**src/rtl/rfsoc_config.sv**
```systemverilog
// Shared configuration constants and state encodings for the ADC capture sequencer.
package rfsoc_config;

    localparam int config_reg_width = 16;
    localparam int DEFAULT_TRIG_GAP = 50;
    localparam int DEFAULT_PHASE    = 2;

    typedef enum logic [2:0] {
        SEQ_IDLE,
        SEQ_LOAD_RUN,
        SEQ_LOAD_SHIFT,
        SEQ_TRIG,
        SEQ_GAP,
        SEQ_CLR_SHIFT,
        SEQ_DONE
    } adc_seq_state_t;

    typedef enum logic [1:0] {
        SER_IDLE,
        SER_LEAD,
        SER_BITS,
        SER_TRAIL
    } ser_state_t;

endpackage

```
**src/rtl/cfg_word_serializer.sv**
```systemverilog
// Serial framing engine for one config word: a select lead cycle, then per bit
// (LSB first) setup / strobe-high / strobe-low phases, then a select trail cycle.
// The word and target are read live from the caller, which holds them stable
// for the whole word.
module cfg_word_serializer
    import rfsoc_config::*;
#(
    parameter int CFG_W = config_reg_width,
    parameter int PHASE = DEFAULT_PHASE
) (
    input  logic             clk_i,
    input  logic             rst_ni,
    input  logic             clear_i,
    input  logic             go_i,
    input  logic [CFG_W-1:0] word_i,
    input  logic             target_shift_i,
    output logic             sdata_o,
    output logic [1:0]       strobe_o,
    output logic             select_o,
    output logic             word_done_o
);

    localparam int SUB_N = 3 * PHASE;
    localparam int SUB_W = $clog2(SUB_N);
    localparam int BIT_W = (CFG_W > 1) ? $clog2(CFG_W) : 1;

    ser_state_t       state_q, state_d;
    logic [SUB_W-1:0] sub_q, sub_d;
    logic [BIT_W-1:0] bit_q, bit_d;
    logic             strobe_high;

    // State and phase/bit counters, cleared on reset
    always_ff @(posedge clk_i or negedge rst_ni) begin
        if (!rst_ni) begin
            state_q <= SER_IDLE;
            sub_q   <= '0;
            bit_q   <= '0;
        end else begin
            state_q <= state_d;
            sub_q   <= sub_d;
            bit_q   <= bit_d;
        end
    end

    // Next-state: walk lead -> bits -> trail; a go in trail chains straight into the next word
    always_comb begin
        state_d = state_q;
        sub_d   = sub_q;
        bit_d   = bit_q;
        if (clear_i) begin
            state_d = SER_IDLE;
            sub_d   = '0;
            bit_d   = '0;
        end else begin
            case (state_q)
                SER_IDLE: begin
                    if (go_i) begin
                        state_d = SER_LEAD;
                        sub_d   = '0;
                        bit_d   = '0;
                    end
                end
                SER_LEAD: begin
                    state_d = SER_BITS;
                end
                SER_BITS: begin
                    if (sub_q == SUB_W'(SUB_N - 1)) begin
                        sub_d = '0;
                        if (bit_q == BIT_W'(CFG_W - 1)) begin
                            state_d = SER_TRAIL;
                        end else begin
                            bit_d = bit_q + BIT_W'(1);
                        end
                    end else begin
                        sub_d = sub_q + SUB_W'(1);
                    end
                end
                SER_TRAIL: begin
                    sub_d = '0;
                    bit_d = '0;
                    if (go_i) begin
                        state_d = SER_LEAD;
                    end else begin
                        state_d = SER_IDLE;
                    end
                end
                default: begin
                    state_d = SER_IDLE;
                end
            endcase
        end
    end

    // Output decode: data held across all three phases, strobe only in the middle phase
    always_comb begin
        strobe_high = (state_q == SER_BITS) &&
                      (sub_q >= SUB_W'(PHASE)) && (sub_q < SUB_W'(2 * PHASE));
        sdata_o     = (state_q == SER_BITS) && word_i[bit_q];
        strobe_o    = {strobe_high & target_shift_i, strobe_high & ~target_shift_i};
        select_o    = (state_q != SER_IDLE);
        word_done_o = (state_q == SER_TRAIL);
    end

endmodule

```
**src/rtl/adc_capture_sequencer.sv**
```systemverilog
// Drives the adc_driver GPIO control word from PL: loads run-cycle and shift
// registers serially, fires 2^shift triggers with a fixed gap, then clears the
// shift register so the accumulated result can be read out.
module adc_capture_sequencer
    import rfsoc_config::*;
#(
    parameter int CFG_W     = config_reg_width,
    parameter int MAX_SHIFT = 8,
    parameter int TRIG_GAP  = DEFAULT_TRIG_GAP,
    parameter int PHASE     = DEFAULT_PHASE
) (
    input  logic             ps_clk,
    input  logic             rst,
    input  logic             start,
    input  logic             abort,
    input  logic [CFG_W-1:0] cfg_run_cycles,
    input  logic [CFG_W-1:0] cfg_shift_val,
    output logic             sdata,
    output logic             run_cycles_clk,
    output logic             shift_val_clk,
    output logic             trigger,
    output logic             select_out,
    output logic             busy,
    output logic             done,
    output logic             readout_ready
);

    localparam int SH_W  = $clog2(MAX_SHIFT + 1);
    localparam int CNT_W = MAX_SHIFT + 1;
    localparam int GAP_W = (TRIG_GAP > 1) ? $clog2(TRIG_GAP) : 1;

    adc_seq_state_t   state_q, state_d;
    logic [CFG_W-1:0] run_q;
    logic [SH_W-1:0]  shift_q;
    logic [CNT_W-1:0] trig_cnt_q;
    logic [GAP_W-1:0] gap_cnt_q;
    logic             ready_q;

    logic             start_ok;
    logic             abort_hit;
    logic [SH_W-1:0]  shift_clamped;
    logic [CNT_W-1:0] trig_total;
    logic             ser_go;
    logic [CFG_W-1:0] ser_word;
    logic             ser_target_shift;
    logic             ser_sdata;
    logic [1:0]       ser_strobe;
    logic             ser_select;
    logic             ser_done;

    assign start_ok      = start && !abort && (state_q == SEQ_IDLE);
    assign abort_hit     = abort && (state_q != SEQ_IDLE);
    assign shift_clamped = (cfg_shift_val > CFG_W'(MAX_SHIFT)) ? SH_W'(MAX_SHIFT)
                                                               : SH_W'(cfg_shift_val);
    assign trig_total    = CNT_W'(1) << shift_q;

    // State register plus latched config, trigger/gap counters and readout flag
    always_ff @(posedge ps_clk or negedge rst) begin
        if (!rst) begin
            state_q    <= SEQ_IDLE;
            run_q      <= '0;
            shift_q    <= '0;
            trig_cnt_q <= '0;
            gap_cnt_q  <= '0;
            ready_q    <= 1'b0;
        end else begin
            state_q <= state_d;
            if (abort_hit) begin
                ready_q <= 1'b0;
            end else if (start_ok) begin
                run_q      <= cfg_run_cycles;
                shift_q    <= shift_clamped;
                trig_cnt_q <= '0;
                gap_cnt_q  <= '0;
                ready_q    <= 1'b0;
            end else begin
                if (state_q == SEQ_TRIG) begin
                    trig_cnt_q <= trig_cnt_q + CNT_W'(1);
                    gap_cnt_q  <= '0;
                end else if (state_q == SEQ_GAP) begin
                    gap_cnt_q <= gap_cnt_q + GAP_W'(1);
                end
                if ((state_q == SEQ_CLR_SHIFT) && (state_d == SEQ_DONE)) begin
                    ready_q <= 1'b1;
                end
            end
        end
    end

    // Next-state sequencing; go is raised on the cycle a load state is entered
    always_comb begin
        state_d = state_q;
        ser_go  = 1'b0;
        if (abort_hit) begin
            state_d = SEQ_IDLE;
        end else begin
            case (state_q)
                SEQ_IDLE: begin
                    if (start_ok) begin
                        state_d = SEQ_LOAD_RUN;
                        ser_go  = 1'b1;
                    end
                end
                SEQ_LOAD_RUN: begin
                    if (ser_done) begin
                        state_d = SEQ_LOAD_SHIFT;
                        ser_go  = 1'b1;
                    end
                end
                SEQ_LOAD_SHIFT: begin
                    if (ser_done) begin
                        state_d = SEQ_TRIG;
                    end
                end
                SEQ_TRIG: begin
                    state_d = SEQ_GAP;
                end
                SEQ_GAP: begin
                    if (gap_cnt_q == GAP_W'(TRIG_GAP - 1)) begin
                        if (trig_cnt_q == trig_total) begin
                            state_d = SEQ_CLR_SHIFT;
                            ser_go  = 1'b1;
                        end else begin
                            state_d = SEQ_TRIG;
                        end
                    end
                end
                SEQ_CLR_SHIFT: begin
                    if (ser_done) begin
                        state_d = SEQ_DONE;
                    end
                end
                SEQ_DONE: begin
                    state_d = SEQ_IDLE;
                end
                default: begin
                    state_d = SEQ_IDLE;
                end
            endcase
        end
    end

    // Word and target presented to the shared serializer for the current load state
    always_comb begin
        ser_word         = '0;
        ser_target_shift = 1'b1;
        case (state_q)
            SEQ_LOAD_RUN: begin
                ser_word         = run_q;
                ser_target_shift = 1'b0;
            end
            SEQ_LOAD_SHIFT: begin
                ser_word = CFG_W'(shift_q);
            end
            default: begin
                ser_word = '0;
            end
        endcase
    end

    cfg_word_serializer #(
        .CFG_W (CFG_W),
        .PHASE (PHASE)
    ) u_serializer (
        .clk_i          (ps_clk),
        .rst_ni         (rst),
        .clear_i        (abort_hit),
        .go_i           (ser_go),
        .word_i         (ser_word),
        .target_shift_i (ser_target_shift),
        .sdata_o        (ser_sdata),
        .strobe_o       (ser_strobe),
        .select_o       (ser_select),
        .word_done_o    (ser_done)
    );

    assign sdata          = ser_sdata;
    assign run_cycles_clk = ser_strobe[0];
    assign shift_val_clk  = ser_strobe[1];
    assign select_out     = ser_select;
    assign trigger        = (state_q == SEQ_TRIG);
    assign done           = (state_q == SEQ_DONE);
    assign busy           = (state_q != SEQ_IDLE);
    assign readout_ready  = ready_q;

endmodule

```
**config.mk**
```make
export PLATFORM = sky130hd
export DESIGN_NAME = adc_capture_sequencer
export DESIGN_NICKNAME = d
export VERILOG_FILES = /design/src/rtl/rfsoc_config.sv /design/src/rtl/cfg_word_serializer.sv /design/src/rtl/adc_capture_sequencer.sv
export SDC_FILE = /design/constraint.sdc
export NUM_CORES = 1
export LEC_CHECK = 0
export ABC_CLOCK_PERIOD_IN_PS = 2600
export CAP_MARGIN = 25
export CORE_MARGIN = 2
export CORE_UTILIZATION = 54
export CTS_CLUSTER_SIZE = 14
export DETAILED_ROUTE_END_ITERATION = 12
export PLACE_DENSITY = 0.91
export SLEW_MARGIN = 40
export SYNTH_ARGS = -nofsm -noshare
export SYNTH_HDL_FRONTEND = slang
export SYNTH_SLANG_ARGS = --single-unit
```
**constraint.sdc**
```tcl
create_clock -name ps_clk -period 2.6 [get_ports ps_clk]
set_input_delay 0.26 -clock ps_clk [delete_from_list [all_inputs] [get_ports ps_clk]]
set_output_delay 0.26 -clock ps_clk [all_outputs]
set_load 0.01 [all_outputs]
```
==> key figures <==
STA
  – Hold slack: 461 ps
  – Clk_skew: about 5.6 ps
  – Achievable Freq: 0.396 GHz
  – Finish-stage setup viols: 0
  – Final worst slack: 75.6 ps
  – Final hold vios: 0
  – Minimum clock period: roughly 2500 ps
  – Period utilisation layout: 0.971
  – Setup tns final: 0 ps
  – Relative slew slack: 0.592
  – Pins Over Slew Limit: 0
  – Worst Tran Pin Value: around 610 ps
  – RSZ-0062 raised after global routing: false

Setup path
  – Critical path capture point type: flop
  – CP peak stage delay: approximately 550 ps
  – CP Data Arrival Time: between 2000 and 3000 ps
  – R2R setup slack: approximately 76 ps
  – Highest-delay cell along the critical path: or4b_4
  – Reg2Reg Depth: 7
  – Crit path top cell by count: or4b_4
  – CP Cell Sequence: or4b_4 > a211oi_4 > o311ai_1 > or4b_4 > a21oi_4 > a21oi_1 > a22o_1
  – CP Class: reg2reg
  – Reg-to-Reg Start: shift_q[0]
  – FF-to-FF End: u_serializer.bit_q[3]
  – Crit-path max FO: 6
  – Critical path launch point type: flop
  – Critical path buffer and inverter count: 0
  – CP top delay family: simple AND/OR/NAND/NOR gates
  – Worst path required time: around 2800 ps

Yosys
  – Synth Warn #: 0
  – Netlist cell types: 52
  – Number of synthesized register bits: between 40 and 50
  – Post-synth EDFFs: 0
  – Synthesized Nets: 365
  – Mapped Area: 2820 µm²
  – Syn Area/Cell: ~9 µm²
  – Post-synthesis cell count: 321
  – Async S/R FF share, synth: 1.00
  – Register area share after synthesis: 0.426
  – Main synth FF type: dfrtp_1

Floorplan
  – I/O pin total: 44
  – Core area: between 5000 and 6000 µm²
  – Initial Util: 0.556
  – Row cnt: 26
  – Die X-Extent: 76.3 µm
  – Die height: roughly 76 µm
  – Die area: 5820 µm²

Run status
  – Status: finished clean

Worst hold path
  – Worst Hold Depth: 3
  – Worst hold path class: in2reg
  – Min-delay src: cfg_run_cycles[9]
  – Worst Hold End: run_q[9]

Global routing
  – Largest net degree at the start of global routing: between 40 and 50
  – Initial antenna violation count: 0
  – GR Util All Layers: 0.238
  – Grt total ovfl: 0
  – First-pass GRT wire length: between 10000 and 15000 µm
  – Vias in the first global route: roughly 2500

Placed design
  – Cell Count Post-Placement: 430
  – Routability Congestion: about 0.88
  – Placement Setup Slack: around 120 ps
  – Placed inst area: roughly 3400 µm²
  – HPWL after DPL: slightly below 5000 µm
  – I/O Buffers: 43

Detailed routing
  – DRC Markers: 0
  – Vias: 2636
  – Drt first pass iters: 5
  – Routed WL: just under 7000 µm
  – Final ANT Viol Nets: 0
  – Via density: 5.98
  – Wirelength per Cell: 15.4 µm
  – 1st-iter DRT viols: a little under 400

Layout
  – Filler instances: 403
  – Antenna cell count: 0
  – Post-route cell area: between 3000 and 4000 µm²
  – Nets: roughly 410
  – Area grow syn2layout: 24.4%
  – Util after Layout: 0.692
  – Layout cells sized above 1: 0.102
  – Finished Layout Cells: 441

Clock tree
  – H-tree depth: 2
  – CTS tree: built
  – Num Clock Sinks: 48
  – Skew-Pair Late Insertion Delay: 310 ps
  – Total CTS buffers: 5
  – CTS max path bufs: 2
  – Clock slew at reported path FFs: ~100 ps
  – CTS Root Cell: clkbuf_8

Power
  – PwrDens: between 700 and 800 nW/µm²
  – Leak pwr: ~1.6 nW
  – Post-route total power: 2.69 mW
  – Worst vdd ir: around 420 µV

Job
  – Max cap viols: 0
-- per-layer routing --
| metal | part of all wire | GRT usage | routed length (µm) |
|---|---|---|---|
| met5 | 0 | 0 | 0 |
| met3 | 0.073 | 0.0355 | 493 |
| met2 | 0.48 | 0.408 | 3250 |
| met4 | 0.023 | 0.0800 | 153 |
| met1 | 0.42 | 0.312 | 2880 |
-- timing repair --
item | in CTS | in global routing
setup endpoints to repair | 1 | 5
hold buffers | 1 | 0
buffers inserted | 1 | 1
gates resized for setup | 7 | 3
pin swaps | 1 | 2
hold endpoints to repair | 48 | 0
-- flip-flops by register name, summed over array words and instances, names as in the netlist --
register / count
trig_cnt_q: 9
u_serializer.bit_q: 4
state_q: 3
u_serializer.sub_q: 3
u_serializer.state_q: 2
readout_ready: 1
gap_cnt_q: 6
shift_q: 4
run_q: 16
-- cell usage in the layout (no fill, tap or decap), types with 6 or more instances in the layout --
cell              n
nand2_1          75
dfrtp_1          46
clkdlybuf4s50_1  41
nor2_1           27
buf_4            15
a21oi_1          13
nand4_1           9
xor2_1            9
inv_1             8
ha_1              8
nand3_1           7
nor2b_1           6
a211oi_1          6
o21ai_0           6
a22o_1            6
-- synthesized netlist by cell type, types with 4 or more instances --
| library cell | count | area [µm²] |
|---|---|---|
| a211oi_1 | 6 | 45.0 |
| a21oi_1 | 13 | 65.1 |
| a22o_1 | 6 | 52.6 |
| a31oi_1 | 4 | 25.0 |
| and3_1 | 5 | 31.3 |
| buf_2 | 4 | 20.0 |
| clkbuf_1 | 12 | 45.0 |
| dfrtp_1 | 48 | 1200 |
| ha_1 | 8 | 100 |
| inv_1 | 8 | 30.0 |
| mux2i_1 | 4 | 40.0 |
| nand2_1 | 75 | 282 |
| nand2b_1 | 5 | 31.3 |
| nand3_1 | 7 | 35.0 |
| nand3b_1 | 4 | 30.0 |
| nand4_1 | 9 | 56.3 |
| nor2_1 | 27 | 101 |
| nor2b_1 | 8 | 50.1 |
| nor3_1 | 5 | 25.0 |
| nor4_1 | 5 | 31.3 |
| o21ai_0 | 6 | 30.0 |
| xor2_1 | 9 | 78.8 |
-- how the worst max path moves through the flow --
stage,start,end,depth (start not counted)
5_1_grt,shift_q[0],u_serializer.sub_q[1],7
6_report,shift_q[0],u_serializer.bit_q[3],7
3_5_place_dp,shift_q[0],u_serializer.bit_q[3],7
3_3_place_gp,shift_q[0],u_serializer.bit_q[3],7
4_1_cts,shift_q[0],u_serializer.bit_q[3],7
2_1_floorplan,shift_q[1],u_serializer.bit_q[3],7
-- layout make-up --
cell class | count | area (µm²) | area share
Clock inverter | 3 | 26.3 | 0.00749
Inverter | 8 | 30.0 | 0.00856
Sequential cell | 48 | 1200 | 0.343
Timing Repair Buffer | 58 | 542 | 0.154
Clock buffer | 5 | 68.8 | 0.0196
Tap cell | 70 | 87.6 | 0.0250
Multi-Input combinational cell | 249 | 1550 | 0.442
-- worst min-delay path, cell delays in order --
cell and delay [ps]:
clkdlybuf4s50_1 400, nand2_1 60, nand2_1 40
-- where the power goes --
group | total, mW | switching (mW) | internal (mW)
logic | 1.13 | 0.641 | 0.493
registers | 1.07 | 0.147 | 0.924
clock network | 0.484 | 0.286 | 0.198
-- logic make-up (layout without fill, tap and decap cells) --
kind of cell | count (synthesis) | after routing | share of synthesized area
mux | 7 | 7 | 0.0382
compound gates | 57 | 57 | 0.146
flops | 48 | 48 | 0.426
simple gates | 166 | 166 | 0.287
buf+inv | 24 | 74 | 0.0337
xor+xnor | 11 | 11 | 0.0342
fa+ha+maj | 8 | 8 | 0.0355
Note: power is estimated with default switching activity, not from simulation.
